**src/rtl/bg_pkg.sv**
```systemverilog
// Animated background types and constants.
// Palettes, cloud start positions and control enums.
package bg_pkg;
  typedef struct packed {
    logic [11:0] sky;
    logic [11:0] ground;
    logic [11:0] cloud;
  } palette_t;

  localparam palette_t DAY_PAL = '{
    sky: 12'h00F, ground: 12'h0F0, cloud: 12'hFFF
  };
  localparam palette_t NIGHT_PAL = '{
    sky: 12'h001, ground: 12'h060, cloud: 12'h888
  };

  localparam int MAX_CLOUDS = 8;
  localparam int CLOUD_X0 [MAX_CLOUDS] = '{
    100, 350, 600, 850, 220, 470, 720, 970
  };
  localparam int CLOUD_Y [MAX_CLOUDS] = '{
    60, 120, 180, 240, 300, 360, 420, 460
  };

  typedef enum logic [1:0] {
    MODE_DAY    = 2'd0,
    MODE_NIGHT  = 2'd1,
    MODE_AUTO   = 2'd2,
    MODE_FREEZE = 2'd3
  } mode_e;

  typedef enum logic {
    ST_DAY   = 1'b0,
    ST_NIGHT = 1'b1
  } pal_state_e;
endpackage

```
**src/rtl/vga_pkg.sv**
```systemverilog
// VGA chain shared constants.
// Active screen geometry used by every drawing stage.
package vga_pkg;
  localparam int HOR_PIXELS = 1024;
  localparam int VER_PIXELS = 768;
endpackage

```
**src/rtl/vga_if.sv**
```systemverilog
// VGA timing bundle passed between drawing stages.
// Receivers read timing only; senders also drive rgb.
interface vga_if;
  logic [10:0] vcount;
  logic [10:0] hcount;
  logic        vsync;
  logic        hsync;
  logic        vblnk;
  logic        hblnk;
  logic [11:0] rgb;

  modport in (
    input vcount, hcount, vsync, hsync, vblnk, hblnk
  );
  modport out (
    output vcount, hcount, vsync, hsync, vblnk, hblnk, rgb
  );
endinterface

```
**src/rtl/cloud_pos.sv**
```systemverilog
// One drifting cloud: position register and hit test.
// Horizontal distance wraps so clouds straddle the screen edge.
module cloud_pos
  import bg_pkg::*;
#(
  parameter int HOR_PIXELS = 1024,
  parameter int CLOUD_W    = 64,
  parameter int CLOUD_H    = 24,
  parameter int SPEED_W    = 4,
  parameter int INIT_X     = 0,
  parameter int Y          = 0,
  parameter bit ODD        = 1'b0
) (
  input  logic               clk,
  input  logic               rst,
  input  logic               i_step,
  input  logic [SPEED_W-1:0] i_speed,
  input  logic [10:0]        i_hcount,
  input  logic [10:0]        i_vcount,
  output logic               o_hit
);
  logic [10:0] r_x;
  logic [11:0] w_sum;
  logic [10:0] w_next;
  logic [11:0] w_hc;
  logic [11:0] w_dx;
  logic [11:0] w_dy;

  assign w_sum = {1'b0, r_x} + 12'(i_speed) + 12'(ODD);
  assign w_next = (w_sum >= 12'(HOR_PIXELS))
                ? 11'(w_sum - 12'(HOR_PIXELS))
                : w_sum[10:0];

  assign w_hc = {1'b0, i_hcount};
  assign w_dx = (i_hcount < r_x)
              ? w_hc + 12'(HOR_PIXELS) - {1'b0, r_x}
              : w_hc - {1'b0, r_x};
  assign w_dy = {1'b0, i_vcount} - 12'(Y);

  assign o_hit = (w_dx < 12'(CLOUD_W))
              && (i_vcount >= 11'(Y))
              && (w_dy < 12'(CLOUD_H));

  // Advance position once per frame, wrapping at the right edge
  always_ff @(posedge clk) begin
    if (rst) begin
      r_x <= 11'(INIT_X);
    end else if (i_step) begin
      r_x <= w_next;
    end
  end
endmodule

```
**src/rtl/draw_bg_anim.sv**
```systemverilog
// Animated background: sky, ground, edge markers, drifting clouds.
// Two-stage pipeline with a day/night palette FSM.
module draw_bg_anim
  import bg_pkg::*;
#(
  parameter int HOR_PIXELS   = vga_pkg::HOR_PIXELS,
  parameter int VER_PIXELS   = vga_pkg::VER_PIXELS,
  parameter int GROUND_Y     = 500,
  parameter int N_CLOUDS     = 4,
  parameter int CLOUD_W      = 64,
  parameter int CLOUD_H      = 24,
  parameter int SPEED_W      = 4,
  parameter int CYCLE_FRAMES = 600
) (
  input  logic               clk,
  input  logic               rst,
  vga_if.in                  vga_in,
  vga_if.out                 vga_out,
  input  logic               scroll_en,
  input  logic [SPEED_W-1:0] speed,
  input  logic [1:0]         mode,
  output logic               night
);
  localparam int CNT_W = $clog2(CYCLE_FRAMES + 1);
  localparam logic [CNT_W-1:0] CNT_LAST = CNT_W'(CYCLE_FRAMES - 1);

  logic                r_vblnk_prev;
  logic                w_frame_edge;
  logic                w_step;
  logic [N_CLOUDS-1:0] w_hit;
  mode_e               w_mode;
  pal_state_e          r_state;
  logic [CNT_W-1:0]    r_cnt;

  logic [N_CLOUDS-1:0] r1_hit;
  logic                r1_blank;
  logic                r1_top;
  logic                r1_bot;
  logic                r1_left;
  logic                r1_right;
  logic                r1_ground;
  logic [10:0]         r1_vc;
  logic [10:0]         r1_hc;
  logic                r1_vs;
  logic                r1_hs;
  logic                r1_vb;
  logic                r1_hb;

  palette_t            w_pal;
  logic [11:0]         w_rgb;

  assign w_frame_edge = vga_in.vblnk & ~r_vblnk_prev;
  assign w_step       = w_frame_edge & scroll_en;
  assign w_mode       = mode_e'(mode);
  assign night        = (r_state == ST_NIGHT);

  for (genvar g = 0; g < N_CLOUDS; g++) begin : g_cloud
    cloud_pos #(
      .HOR_PIXELS(HOR_PIXELS),
      .CLOUD_W   (CLOUD_W),
      .CLOUD_H   (CLOUD_H),
      .SPEED_W   (SPEED_W),
      .INIT_X    (CLOUD_X0[g]),
      .Y         (CLOUD_Y[g]),
      .ODD       (1'((g % 2)))
    ) u_cloud (
      .clk     (clk),
      .rst     (rst),
      .i_step  (w_step),
      .i_speed (speed),
      .i_hcount(vga_in.hcount),
      .i_vcount(vga_in.vcount),
      .o_hit   (w_hit[g])
    );
  end

  // Palette FSM: forced modes apply at the frame edge only
  always_ff @(posedge clk) begin
    if (rst) begin
      r_state <= ST_DAY;
      r_cnt   <= '0;
    end else begin
      unique case (w_mode)
        MODE_DAY: begin
          r_cnt <= '0;
          if (w_frame_edge) r_state <= ST_DAY;
        end
        MODE_NIGHT: begin
          r_cnt <= '0;
          if (w_frame_edge) r_state <= ST_NIGHT;
        end
        MODE_AUTO: begin
          if (w_frame_edge) begin
            if (r_cnt == CNT_LAST) begin
              r_cnt   <= '0;
              r_state <= (r_state == ST_DAY)
                       ? ST_NIGHT : ST_DAY;
            end else begin
              r_cnt <= r_cnt + 1'b1;
            end
          end
        end
        MODE_FREEZE: begin
        end
      endcase
    end
  end

  // Stage 1: hit vector, region flags and timing capture
  always_ff @(posedge clk) begin
    if (rst) begin
      r_vblnk_prev <= 1'b0;
      r1_hit       <= '0;
      r1_blank     <= 1'b1;
      r1_top       <= 1'b0;
      r1_bot       <= 1'b0;
      r1_left      <= 1'b0;
      r1_right     <= 1'b0;
      r1_ground    <= 1'b0;
      r1_vc        <= '0;
      r1_hc        <= '0;
      r1_vs        <= 1'b0;
      r1_hs        <= 1'b0;
      r1_vb        <= 1'b0;
      r1_hb        <= 1'b0;
    end else begin
      r_vblnk_prev <= vga_in.vblnk;
      r1_hit       <= w_hit;
      r1_blank     <= vga_in.vblnk | vga_in.hblnk;
      r1_top       <= (vga_in.vcount == 11'd0);
      r1_bot       <= (vga_in.vcount == 11'(VER_PIXELS - 1));
      r1_left      <= (vga_in.hcount == 11'd0);
      r1_right     <= (vga_in.hcount == 11'(HOR_PIXELS - 1));
      r1_ground    <= (vga_in.vcount > 11'(GROUND_Y));
      r1_vc        <= vga_in.vcount;
      r1_hc        <= vga_in.hcount;
      r1_vs        <= vga_in.vsync;
      r1_hs        <= vga_in.hsync;
      r1_vb        <= vga_in.vblnk;
      r1_hb        <= vga_in.hblnk;
    end
  end

  // Priority colour mux for stage 2
  always_comb begin
    w_pal = (r_state == ST_NIGHT) ? NIGHT_PAL : DAY_PAL;
    w_rgb = w_pal.sky;
    if (r1_blank)       w_rgb = 12'h000;
    else if (r1_top)    w_rgb = 12'hFF0;
    else if (r1_bot)    w_rgb = 12'hF00;
    else if (r1_left)   w_rgb = 12'h0F0;
    else if (r1_right)  w_rgb = 12'h00F;
    else if (r1_ground) w_rgb = w_pal.ground;
    else if (|r1_hit)   w_rgb = w_pal.cloud;
  end

  // Stage 2: registered rgb and re-delayed timing
  always_ff @(posedge clk) begin
    if (rst) begin
      vga_out.vcount <= '0;
      vga_out.hcount <= '0;
      vga_out.vsync  <= 1'b0;
      vga_out.hsync  <= 1'b0;
      vga_out.vblnk  <= 1'b0;
      vga_out.hblnk  <= 1'b0;
      vga_out.rgb    <= '0;
    end else begin
      vga_out.vcount <= r1_vc;
      vga_out.hcount <= r1_hc;
      vga_out.vsync  <= r1_vs;
      vga_out.hsync  <= r1_hs;
      vga_out.vblnk  <= r1_vb;
      vga_out.hblnk  <= r1_hb;
      vga_out.rgb    <= w_rgb;
    end
  end
endmodule
```
**src/flat_wrapper.sv**
```systemverilog
// flat-port wrapper written by rule: the top's interface ports become plain ports
module draw_bg_anim_flat import bg_pkg::*;
#(
  parameter int HOR_PIXELS   = vga_pkg::HOR_PIXELS,
  parameter int VER_PIXELS   = vga_pkg::VER_PIXELS,
  parameter int GROUND_Y     = 500,
  parameter int N_CLOUDS     = 4,
  parameter int CLOUD_W      = 64,
  parameter int CLOUD_H      = 24,
  parameter int SPEED_W      = 4,
  parameter int CYCLE_FRAMES = 600
)
  (clk, rst, scroll_en, speed, mode, night, vga_in_vcount, vga_in_hcount, vga_in_vsync, vga_in_hsync, vga_in_vblnk, vga_in_hblnk, vga_out_vcount, vga_out_hcount, vga_out_vsync, vga_out_hsync, vga_out_vblnk, vga_out_hblnk, vga_out_rgb);
  vga_if vga_in_i ();
  vga_if vga_out_i ();
  input  logic clk;
  input  logic rst;
  input  logic scroll_en;
  input  logic [SPEED_W-1:0] speed;
  input  logic [1:0] mode;
  output logic night;
  input wire logic [$bits(vga_in_i.vcount)-1:0] vga_in_vcount;
  input wire logic [$bits(vga_in_i.hcount)-1:0] vga_in_hcount;
  input wire logic [$bits(vga_in_i.vsync)-1:0] vga_in_vsync;
  input wire logic [$bits(vga_in_i.hsync)-1:0] vga_in_hsync;
  input wire logic [$bits(vga_in_i.vblnk)-1:0] vga_in_vblnk;
  input wire logic [$bits(vga_in_i.hblnk)-1:0] vga_in_hblnk;
  output wire logic [$bits(vga_out_i.vcount)-1:0] vga_out_vcount;
  output wire logic [$bits(vga_out_i.hcount)-1:0] vga_out_hcount;
  output wire logic [$bits(vga_out_i.vsync)-1:0] vga_out_vsync;
  output wire logic [$bits(vga_out_i.hsync)-1:0] vga_out_hsync;
  output wire logic [$bits(vga_out_i.vblnk)-1:0] vga_out_vblnk;
  output wire logic [$bits(vga_out_i.hblnk)-1:0] vga_out_hblnk;
  output wire logic [$bits(vga_out_i.rgb)-1:0] vga_out_rgb;
  assign vga_in_i.vcount = vga_in_vcount;
  assign vga_in_i.hcount = vga_in_hcount;
  assign vga_in_i.vsync = vga_in_vsync;
  assign vga_in_i.hsync = vga_in_hsync;
  assign vga_in_i.vblnk = vga_in_vblnk;
  assign vga_in_i.hblnk = vga_in_hblnk;
  assign vga_out_vcount = vga_out_i.vcount;
  assign vga_out_hcount = vga_out_i.hcount;
  assign vga_out_vsync = vga_out_i.vsync;
  assign vga_out_hsync = vga_out_i.hsync;
  assign vga_out_vblnk = vga_out_i.vblnk;
  assign vga_out_hblnk = vga_out_i.hblnk;
  assign vga_out_rgb = vga_out_i.rgb;
  draw_bg_anim #(.HOR_PIXELS(HOR_PIXELS), .VER_PIXELS(VER_PIXELS), .GROUND_Y(GROUND_Y), .N_CLOUDS(N_CLOUDS), .CLOUD_W(CLOUD_W), .CLOUD_H(CLOUD_H), .SPEED_W(SPEED_W), .CYCLE_FRAMES(CYCLE_FRAMES)) u_core (.clk(clk), .rst(rst), .vga_in(vga_in_i), .vga_out(vga_out_i), .scroll_en(scroll_en), .speed(speed), .mode(mode), .night(night));
endmodule
```
**config.mk**
```make
export PLATFORM = sky130hd
export DESIGN_NAME = draw_bg_anim_flat
export DESIGN_NICKNAME = d
export VERILOG_FILES = /design/src/rtl/bg_pkg.sv /design/src/rtl/vga_pkg.sv /design/src/rtl/vga_if.sv /design/src/rtl/cloud_pos.sv /design/src/rtl/draw_bg_anim.sv /design/src/flat_wrapper.sv
export SDC_FILE = /design/constraint.sdc
export NUM_CORES = 1
export LEC_CHECK = 0
export BUFFER_PORTS_ARGS = -buffer_cell sky130_fd_sc_hd__buf_2
export CORE_UTILIZATION = 45
export DETAILED_ROUTE_END_ITERATION = 6
export GPL_TIMING_DRIVEN = 0
export PLACE_DENSITY = 0.71
export SETUP_SLACK_MARGIN = 0.2
export SLEW_MARGIN = 20
export SYNTH_ARGS = -nofsm -noshare
export SYNTH_HDL_FRONTEND = slang
export SYNTH_SLANG_ARGS = --single-unit
```
**constraint.sdc**
```tcl
create_clock -name clk -period 2.65 [get_ports clk]
set_input_delay 0.265 -clock clk [delete_from_list [all_inputs] [get_ports clk]]
set_output_delay 0.265 -clock clk [all_outputs]
set_load 0.01 [all_outputs]
```
; ---- Word level (Yosys, flattened, before mapping)
; Cells that the tools add are included.
; W data, S select, Z words.
[totals]
out_inout_bits = 39
in_bits = 35
register_bits = 129
[op_classes]
order_cmp = 21
bitwise_logic = 4
add_sub_neg = 24
n_reduce_logical = 19
n_mux = 24
eq_ne = 9
[ops]
columns = op, n
row1 = $mux W12, 10
row2 = $add A11 B4 Y12, 4
row3 = $ge A12 B11 Y1 const B, 4
row4 = $lt A12 B5 Y1 const B, 4
row5 = $lt A12 B7 Y1 const B, 4
row6 = $sub A11 B11 Y12, 4
row7 = $sub A12 B11 Y12, 4
row8 = $lt A11 B11 Y1, 4
row9 = $mux W11, 4
row10 = $sub A11 B11 Y11 const B, 4
row11 = $mux W28, 1
row12 = $add A12 B1 Y12 const B, 2
row13 = $sub A11 B8 Y12 const B, 2
row14 = $eq A11 B10 Y1 const B, 2
row15 = $ge A11 B8 Y1 const B, 2
row16 = $logic_not A11 Y1, 2
row17 = $mux W10, 2
row18 = $pmux W10 S2, 1
row19 = $add A11 B11 Y12 const B, 1
row20 = $sub A11 B6 Y12 const B, 1
row21 = $sub A11 B7 Y12 const B, 1
row22 = $ge A11 B6 Y1 const B, 1
row23 = $ge A11 B7 Y1 const B, 1
row24 = $gt A11 B9 Y1 const B, 1
row25 = other kinds (19), 35

; ---- Logic depth before layout (Yosys ltp)
; Gate-level depths: netlist of run 1.
[depth]
ltp_word = 7
depth_mapped = 10

; ---- By module
; A second synthesis of run 1 with hierarchy kept.
[hier_totals]
cells_unflattened = 1093
area_unflattened_um2 = 9482.8
[modules_own_cells]
columns = mod, cells_per_inst, area_per_inst_um2, n_inst
row1 = draw_bg_anim, 257, 2811.4, 1
row2 = cloud_pos (u_core.g_cloud[0].u_cloud), 223, 1721.7, 1
row3 = cloud_pos (u_core.g_cloud[2].u_cloud), 207, 1689.1, 1
row4 = cloud_pos (u_core.g_cloud[1].u_cloud), 210, 1671.6, 1
row5 = cloud_pos (u_core.g_cloud[3].u_cloud), 196, 1589.0, 1

; ---- Worst setup path after synthesis of run 1
; No wires, ideal clock.
[synth_timing]
path_kind = reg2reg
start = reg u_core.g_cloud[0].u_cloud.r_x[5]
end = reg u_core.r1_hit[0]
n_path_buf = 0
arrival_time_ps = 2163
synth_period_minus_slack_ps = 2249
stages_incl_launch_ff = 9
path_slack_ps = 401
setup_time_ps = 86
path_cell_list = dfxtp_1 -> inv_1 -> ha_1 -> a21o_1 -> a311oi_1 -> a211oi_1 -> or4b_1 -> a21bo_1 -> a221oi_2
[synth_between]
elab_chain_len = 5
elab_cells_between_ends = 7
[synth_lines]
columns = item, line_no
row1 = from (decl), cloud_pos.sv:22  ; logic [10:0] r_x;
row2 = from (signal assigned), cloud_pos.sv:47  ; r_x <= 11'(INIT_X);
row3 = from (signal assigned), cloud_pos.sv:49  ; r_x <= w_next;
row4 = "$sub A12 B11 Y12, or another cell as far along", cloud_pos.sv:36  ; ? w_hc + 12'(HOR_PIXELS) - {1'b0, r_x}
row5 = $mux W12 (*), cloud_pos.sv:36
row6 = $lt A12 B7 Y1 (*), cloud_pos.sv:40  ; assign o_hit = (w_dx < 12'(CLOUD_W))
row7 = $logic_and A1 B1 Y1 (*), cloud_pos.sv:41  ; && (i_vcount >= 11'(Y))
row8 = $logic_and A1 B1 Y1 (*), cloud_pos.sv:42  ; && (w_dy < 12'(CLOUD_H));
row9 = to (signal assigned), draw_bg_anim.sv:128  ; r1_hit <= w_hit;
row10 = to (decl), draw_bg_anim.sv:35  ; logic [N_CLOUDS-1:0] r1_hit;
; Every way passes the cells marked *; elsewhere a longest branch is shown, timed or not.
; A chain may end at the register's enable or synchronous reset.

; ---- Worst setup path in the final report of run 1
[layout_timing]
start = reg u_core.g_cloud[2].u_cloud.r_x[2]
end = reg u_core.r1_hit[2]
[layout_between]
elab_chain_len = 5
elab_cells_between_ends = 7
[layout_lines]
columns = item, line_no
row1 = from (decl), cloud_pos.sv:22
row2 = from (signal assigned), cloud_pos.sv:47
row3 = from (signal assigned), cloud_pos.sv:49
row4 = "$sub A12 B11 Y12, or another cell as far along", cloud_pos.sv:36
row5 = $mux W12 (*), cloud_pos.sv:36
row6 = $lt A12 B7 Y1 (*), cloud_pos.sv:40
row7 = $logic_and A1 B1 Y1 (*), cloud_pos.sv:41
row8 = $logic_and A1 B1 Y1 (*), cloud_pos.sv:42
; Marks and branches as above.

==> results of run 1 <==
area by class of cell:
class / instances / area (um^2) / area share
Buffer: 26 / 114 / 0.0141
Inverter: 67 / 251 / 0.0312
Timing Repair Buffer: 74 / 373 / 0.0462
Clock inverter: 13 / 165 / 0.0205
Sequential cell: 125 / 2500 / 0.310
Tap cell: 184 / 230 / 0.0285
Clock buffer: 19 / 443 / 0.0549
Multi-Input combinational cell: 561 / 3990 / 0.494
stage by stage:
| stage | instance area [um^2] | util | cells |
|---|---|---|---|
| finish | 8070 | 0.551 | 1069 |
| global route | 8070 | 0.551 | 1069 |
| CTS | 8040 | 0.549 | 1068 |
| detailed placement | 7420 | 0.507 | 1036 |
| global placement | 7420 | 0.507 | 1036 |
| floorplan | 6830 | - | 779 |
cell usage after synthesis, drive strengths merged, types with 3 or more instances:
cell | number | area share
inv | 67 | 0.037
o31a | 3 | 0.0038
a2111oi | 3 | 0.0038
nor2b | 56 | 0.051
a21boi | 3 | 0.0033
o21bai | 3 | 0.0033
and3 | 9 | 0.0090
o211ai | 6 | 0.0066
o21a | 7 | 0.0077
nor2 | 76 | 0.042
xnor2 | 28 | 0.036
nor3 | 23 | 0.017
a211oi | 10 | 0.011
o21ai | 34 | 0.025
and2 | 4 | 0.0037
nand2b | 14 | 0.013
nor3b | 6 | 0.0066
or3 | 9 | 0.0082
a21oi | 37 | 0.027
fa | 4 | 0.012
buf | 5 | 0.0049
a211o | 8 | 0.010
a31oi | 7 | 0.0064
ha | 74 | 0.14
xor2 | 13 | 0.017
and3b | 4 | 0.0051
nand3 | 6 | 0.0044
mux2i | 5 | 0.0073
nand2 | 34 | 0.019
nor4 | 13 | 0.012
or4 | 3 | 0.0033
a21o | 9 | 0.0099
clkbuf | 21 | 0.012
dfxtp | 125 | 0.37
nand4 | 14 | 0.013
and4 | 3 | 0.0038
critical path, cell delays in order, from the launching register on:
cell and delay [ns]:
sky130_fd_sc_hd__dfxtp_1 0.32, sky130_fd_sc_hd__inv_1 0.05, sky130_fd_sc_hd__ha_1 0.28, sky130_fd_sc_hd__a21o_1 0.18, sky130_fd_sc_hd__a31oi_1 0.33, sky130_fd_sc_hd__o21ai_0 0.17, sky130_fd_sc_hd__a2111o_1 0.44, sky130_fd_sc_hd__a221oi_1 0.28
sky130_fd_sc_hd__o211a_1 0.20
report_power, final:
part | internal (mW) | switching, mW
sequential | 1.95 | 0.0323
clock | 1.51 | 0.862
combinational | 0.263 | 0.386
state kept, by name, summed over array words and instances (netlist names), 4 cells and up:
signal,flops
u_core.g_cloud.u_cloud.r_x,44
u_core.vga_out.vcount,11
u_core.vga_out.hcount,11
u_core.r_cnt,10
u_core.r1_hit,4
u_core.vga_out.rgb,8
u_core.r1_hc,11
u_core.r1_vc,11
kinds of logic (layout without fill, tap and decap cells):
group	after synthesis	count (layout)	synth area share
AOI/OAI and AO/OA	155	155	0.153
xor gates and xnor gates	41	41	0.0526
adders and majority gates	78	78	0.147
buffers and inverters	93	199	0.0533
DFF	125	125	0.366
muxes	5	5	0.00733
and+or+nand+nor	282	282	0.220
what timing repair did:
action,4_1_cts,5_1_grt
pin swaps,0,1
gates cloned,0,0
setup endpoints to repair,1,4
setup buffers,0,1
resized for setup,1,9
layer usage:
layer / vias up / GRT usage / part of all wire
li1: 2902 / - / -
met5: - / 0 / 0
met2: 167 / 0.344 / 0.45
met1: 2600 / 0.276 / 0.47
met4: 0 / 0.0940 / 0.019
met3: 23 / 0.0518 / 0.058
worst min-delay path by stage:
| stage | start | end |
|---|---|---|
| floorplan | vga_in_vcount[0] | u_core.r1_top |
| global placement | u_core.r1_hc[3] | u_core.vga_out.hcount[3] |
| detailed placement | u_core.r1_vc[0] | u_core.vga_out.vcount[0] |
| CTS | vga_in_hblnk | u_core.r1_blank |
| global route | vga_in_hblnk | u_core.r1_blank |
| finish | vga_in_hblnk | u_core.r1_blank |
==> metrics.json, run 1 <==
{
  "run_status": "finished with violations",
  "failed_checks": "design-rule violations",
  "timing_max_transition_violations_final": 0,
  "synth-async-reset-ratio": 0,
  "final.fill_count": 1347,
  "pin_count": 74,
  "grt_pass1_vias": 5350,
  "netlist_instances": 779,
  "final.hold.worst_slack_ns": 0.0436,
  "clk_pin_slew_worst_paths_ns": 0.06,
  "routed-via-count": 5692,
  "dpl.hpwl_um": 11700,
  "ctsLongestPathBuffers": 2,
  "die_height_um": 125,
  "max-slew-margin-rel": 0.502,
  "clock_latency_ns": 0.43,
  "synth-seq-cells": 125,
  "place_worst_setup_slack_ns": 0.0718,
  "grt-ovfl-total": 0,
  "ctsHtreeMaxLevel": 4,
  "rows": 44,
  "worst-path-max-fanout": 3,
  "synth-edff-count": 0,
  "cts_tree": "yes",
  "report.final.hold_viol_count": 0,
  "num-nets-final": 985,
  "postSynthNetCount": 892,
  "die_footprint_um2": 15700,
  "setup-violations-final": 0,
  "tritoncts_num_sinks": 125,
  "grt_setup_unrepaired": "yes",
  "worst_vdd_drop_mv": 0.449,
  "cts_hold_buffers": 0,
  "gr_usage_total": 0.215,
  "detail_route.wirelength_um": 15900,
  "yosys_most_used_dff": "sky130_fd_sc_hd__dfxtp_1",
  "drc_errors": 22,
  "grt_first_pass_wirelength_um": 26200,
  "power.density_nw_per_um2": 619,
  "timing.setup.critical_path_class": "reg2reg",
  "post_synth.cell_area_avg_um2": 8.77,
  "worstRegToRegCells": 8,
  "mostFrequentLayoutCell": "sky130_fd_sc_hd__dfxtp_1",
  "grt_max_degree": 17,
  "floorplan.initialDensity": 0.466,
  "port_buffers": 73,
  "drive_gt1_frac": 0.139,
  "ys_warn_count": 0,
  "start_kind": "register",
  "wl_per_cell_um": 14.9,
  "finalWeightedCongestion": 0.855,
  "final.min_clock_period_ns": 2.32,
  "crit_path_end": "u_core.r1_hit[2]",
  "timing.critical_path.from": "u_core.g_cloud[2].u_cloud.r_x[2]",
  "critical_path_required_ns": 3.02,
  "placeableCoreArea_um2": 14600,
  "area.growth.synth_to_final_pct": 18.1,
  "critical_path.reg2reg.startpoint": "u_core.g_cloud[2].u_cloud.r_x[2]",
  "cp.arrival_ns": 2.68,
  "endpoint_of_the_worst_register_to_register_path": "u_core.r1_hit[2]",
  "worst_setup_end_kind": "register",
  "die_width_um": 125,
  "synth_cell_type_count": 63,
  "drt_iter0_markers": 241,
  "netlist_area_um2": 6830,
  "numCtsBuffers": 17,
  "drt-pass1-iter-count": 7,
  "drtAntennaViolNets": 0,
  "antenna_found_initial": 0,
  "whs_path_depth": 2,
  "maxClockFrequency_ghz": 0.432,
  "diode_insertion_count_for_antenna_repair": 0,
  "max-cap-violations": 0,
  "total_leakage_power_nw": 3.59,
  "fin_setup_tns_ns": 0,
  "tightest_slew_ns": 0.748,
  "reg2reg_setup_slack_ns": 0.33,
  "power_mw": 4.99,
  "final_min_period_over_clock_period": 0.874,
  "skew_ns": 0.00953,
  "final_critical_path_setup_slack_ns": 0.335,
  "min_path_type": "in2reg",
  "root_buffer": "sky130_fd_sc_hd__clkbuf_16",
  "drt-vias-per-instance": 5.32,
  "layout.cells.most_common_list": "sky130_fd_sc_hd__dfxtp_1 (124), sky130_fd_sc_hd__nor2_1 (76), sky130_fd_sc_hd__ha_1 (74)",
  "synth_sequential_area_ratio": 0.366
}
No activity file was read; power rests on OpenSTA's default activity.
==> inputs of run 2 (changes only) <==
--- a/config.mk
+++ b/config.mk
@@ -5,10 +5,11 @@
 export SDC_FILE = /design/constraint.sdc
 export NUM_CORES = 1
 export LEC_CHECK = 0
+export ABC_AREA = 0
 export BUFFER_PORTS_ARGS = -buffer_cell sky130_fd_sc_hd__buf_2
 export CORE_UTILIZATION = 45
 export DETAILED_ROUTE_END_ITERATION = 6
-export GPL_TIMING_DRIVEN = 0
+export GPL_TIMING_DRIVEN = 1
 export PLACE_DENSITY = 0.71
 export SETUP_SLACK_MARGIN = 0.2
 export SLEW_MARGIN = 20
==> metrics.json, run 2 (synthesized netlist as in run 1, its figures left out) <==
{
  "die_footprint": {"value": 15700, "unit": "um^2", "change": "unchanged"},
  "max-slew-margin-rel": {"value": 0.593, "change": "was 0.502"},
  "timing_max_transition_violations_final": {"value": 0, "change": "unchanged"},
  "ctsHtreeMaxLevel": {"value": 4, "change": "unchanged"},
  "setup-violations-final": {"value": 0, "change": "unchanged"},
  "grt_first_pass_wirelength": {"value": 25000, "unit": "um", "change": "was 26200 um"},
  "placedInstanceArea": {"value": 7370, "unit": "um^2", "change": "was 7420 um^2"},
  "largest-register": {"value": "u_core.g_cloud.u_cloud.r_x", "change": "unchanged"},
  "grt_util_met3": {"value": 0.0582, "change": "was 0.0518"},
  "drive_gt1_frac": {"value": 0.141, "change": "was 0.139"},
  "floorplan.initialDensity": {"value": 0.466, "change": "unchanged"},
  "drt-vias-per-instance": {"value": 5.32, "change": "about the same"},
  "worst_vdd_drop": {"value": 0.514, "unit": "mV", "change": "was 0.449 mV"},
  "placeableCoreArea": {"value": 14600, "unit": "um^2", "change": "unchanged"},
  "area.growth.synth_to_final": {"value": 16.8, "unit": "%", "change": "was 18.1%"},
  "timing.setup.critical_path_class": {"value": "reg2reg", "change": "unchanged"},
  "clk_pin_slew_worst_paths": {"value": 0.06, "unit": "ns", "change": "about the same"},
  "gr_usage_total": {"value": 0.201, "change": "was 0.215"},
  "fin_setup_tns": {"value": 0, "unit": "ns", "change": "unchanged"},
  "maxClockFrequency": {"value": 0.442, "unit": "GHz", "change": "was 0.432 GHz"},
  "wl_per_cell": {"value": 14.4, "unit": "um", "change": "was 14.9 um"},
  "drc_errors": {"value": 0, "change": "was 22"},
  "cts_tree": {"value": "yes", "change": "unchanged"},
  "routed-via-count": {"value": 5580, "change": "was 5692"},
  "diode_insertion_count_for_antenna_repair": {"value": 0, "change": "unchanged"},
  "cell_count_final_fillers_out": {"value": 1049, "change": "was 1069"},
  "drtAntennaViolNets": {"value": 0, "change": "unchanged"},
  "post_cts_buffers": {"value": 0, "change": "unchanged"},
  "grt_pass1_vias": {"value": 5232, "change": "was 5350"},
  "finalWeightedCongestion": {"value": 0.818, "change": "was 0.855"},
  "critical_path_required": {"value": 2.99, "unit": "ns", "change": "was 3.02 ns"},
  "grt_max_degree": {"value": 49, "change": "was 17"},
  "largest_reg_flops": {"value": 44, "change": "unchanged"},
  "die_height": {"value": 125, "unit": "um", "change": "unchanged"},
  "tightest_slew": {"value": 0.605, "unit": "ns", "change": "was 0.748 ns"},
  "grt_setup_unrepaired": {"value": "no", "change": "was yes"},
  "detail_route.wirelength": {"value": 15100, "unit": "um", "change": "was 15900 um"},
  "drt_iter0_markers": {"value": 334, "change": "was 241"},
  "pin_count": {"value": 74, "change": "unchanged"},
  "numPlacedInstances": {"value": 1017, "change": "was 1036"},
  "final_design_area_no_fill": {"value": 7980, "unit": "um^2", "change": "was 8070 um^2"},
  "clock_latency": {"value": 0.42, "unit": "ns", "change": "was 0.43 ns"},
  "dpl.hpwl": {"value": 10900, "unit": "um", "change": "was 11700 um"},
  "tritoncts_num_sinks": {"value": 125, "change": "unchanged"},
  "start_kind": {"value": "register", "change": "unchanged"},
  "grt-ovfl-total": {"value": 0, "change": "unchanged"},
  "worst-path-max-fanout": {"value": 3, "change": "unchanged"},
  "globalRoute.busiestLayer": {"value": "met2", "change": "unchanged"},
  "skew": {"value": 0.00749, "unit": "ns", "change": "was 0.00953 ns"},
  "met1_track_demand_over_resource": {"value": 0.264, "change": "was 0.276"},
  "final_min_period_over_clock_period": {"value": 0.854, "change": "was 0.874"},
  "final.min_clock_period": {"value": 2.26, "unit": "ns", "change": "was 2.32 ns"},
  "num-nets-final": {"value": 965, "change": "was 985"},
  "antenna_found_initial": {"value": 0, "change": "unchanged"},
  "worst_setup_end_kind": {"value": "register", "change": "unchanged"},
  "total_leakage_power": {"value": 3.53, "unit": "nW", "change": "was 3.59 nW"},
  "max-cap-violations": {"value": 0, "change": "unchanged"},
  "drt-pass1-iter-count": {"value": 7, "change": "unchanged"},
  "numCtsBuffers": {"value": 17, "change": "unchanged"},
  "layout.cells.most_common_list": {"value": "sky130_fd_sc_hd__dfxtp_1 (124), sky130_fd_sc_hd__nor2_1 (76), sky130_fd_sc_hd__ha_1 (73)", "change": "was sky130_fd_sc_hd__dfxtp_1 (124), sky130_fd_sc_hd__nor2_1 (76), sky130_fd_sc_hd__ha_1 (74)"},
  "ctsLongestPathBuffers": {"value": 2, "change": "unchanged"},
  "root_buffer": {"value": "sky130_fd_sc_hd__clkbuf_16", "change": "unchanged"},
  "port_buffers": {"value": 73, "change": "unchanged"},
  "die_width": {"value": 125, "unit": "um", "change": "unchanged"},
  "global_route_met2_usage": {"value": 0.310, "change": "was 0.344"},
  "mostFrequentLayoutCell": {"value": "sky130_fd_sc_hd__dfxtp_1", "change": "unchanged"},
  "report.final.hold_viol_count": {"value": 0, "change": "unchanged"},
  "power.density": {"value": 609, "unit": "nW/um^2", "change": "was 619 nW/um^2"},
  "run_status": {"value": "complete, no violations", "change": "was finished with violations"},
  "cp.arrival": {"value": 2.60, "unit": "ns", "change": "was 2.68 ns"},
  "min_path_type": {"value": "in2reg", "change": "unchanged"},
  "reg2reg_setup_slack": {"value": 0.39, "unit": "ns", "change": "was 0.33 ns"},
  "rows": {"value": 44, "change": "unchanged"}
}
[run 2: worst max-delay path, stage by stage (launching register included)]
cell	delay, ns
sky130_fd_sc_hd__dfxtp_1	0.33
sky130_fd_sc_hd__inv_1	0.06
sky130_fd_sc_hd__ha_1	0.28
sky130_fd_sc_hd__or2_1	0.22
sky130_fd_sc_hd__a311oi_2	0.30
sky130_fd_sc_hd__a211oi_1	0.11
sky130_fd_sc_hd__or4b_1	0.48
sky130_fd_sc_hd__a21bo_1	0.21
sky130_fd_sc_hd__a221oi_2	0.20
[run 2: area by class of cell]
class / instances / area, um^2
Inverter: 67 / 251
Clock inverter: 10 / 116
Multi-Input combinational cell: 561 / 4000
Timing Repair Buffer: 80 / 420
Sequential cell: 125 / 2500
Fill cell: 1357 / 6670
Tap cell: 184 / 230
Clock buffer: 22 / 454
[run 2: path summary, 6_finish.rpt]
check | startpoint | end | cells past startpoint
worst min-delay path | vga_in_hblnk | u_core.r1_blank | 2
worst min register to register | u_core.r1_vc[3] | u_core.vga_out.vcount[3] | 1
worst max register to register | u_core.g_cloud[0].u_cloud.r_x[3] | u_core.r1_hit[0] | 8
worst max-delay path | u_core.g_cloud[0].u_cloud.r_x[3] | u_core.r1_hit[0] | 8
[run 2: power breakdown]
part | switching, mW | internal, mW
sequential | 0.0320 | 1.95
clock | 0.837 | 1.40
combinational | 0.373 | 0.263
total | 1.24 | 3.61
[run 2: what timing repair did]
action | 4_1_cts | 5_1_grt
resized for setup | 0 | 7
setup endpoints to repair | 0 | 3
hold buffers | 0 | 0
[run 2: per-stage QoR]
| step | total power [mW] | util | setup slack, ns | hold WS, ns |
|---|---|---|---|---|
| detailed placement | 2.64 | 0.503 | 0.252 | 0.422 |
| finish | 4.86 | 0.545 | 0.388 | 0.0523 |
| floorplan | 2.45 | - | 0.401 | 0.341 |
| global route | 5.07 | 0.545 | 0.223 | 0.0442 |
| global placement | 2.63 | 0.503 | 0.289 | 0.416 |
| CTS | 4.88 | 0.542 | 0.229 | 0.0299 |
[run 2: routing by layer]
layer  part of all wire  vias up
li1                   -     2875
met1               0.49     2544
met2               0.43      139
met3              0.061       22
met4              0.015        0
met5                  0        -
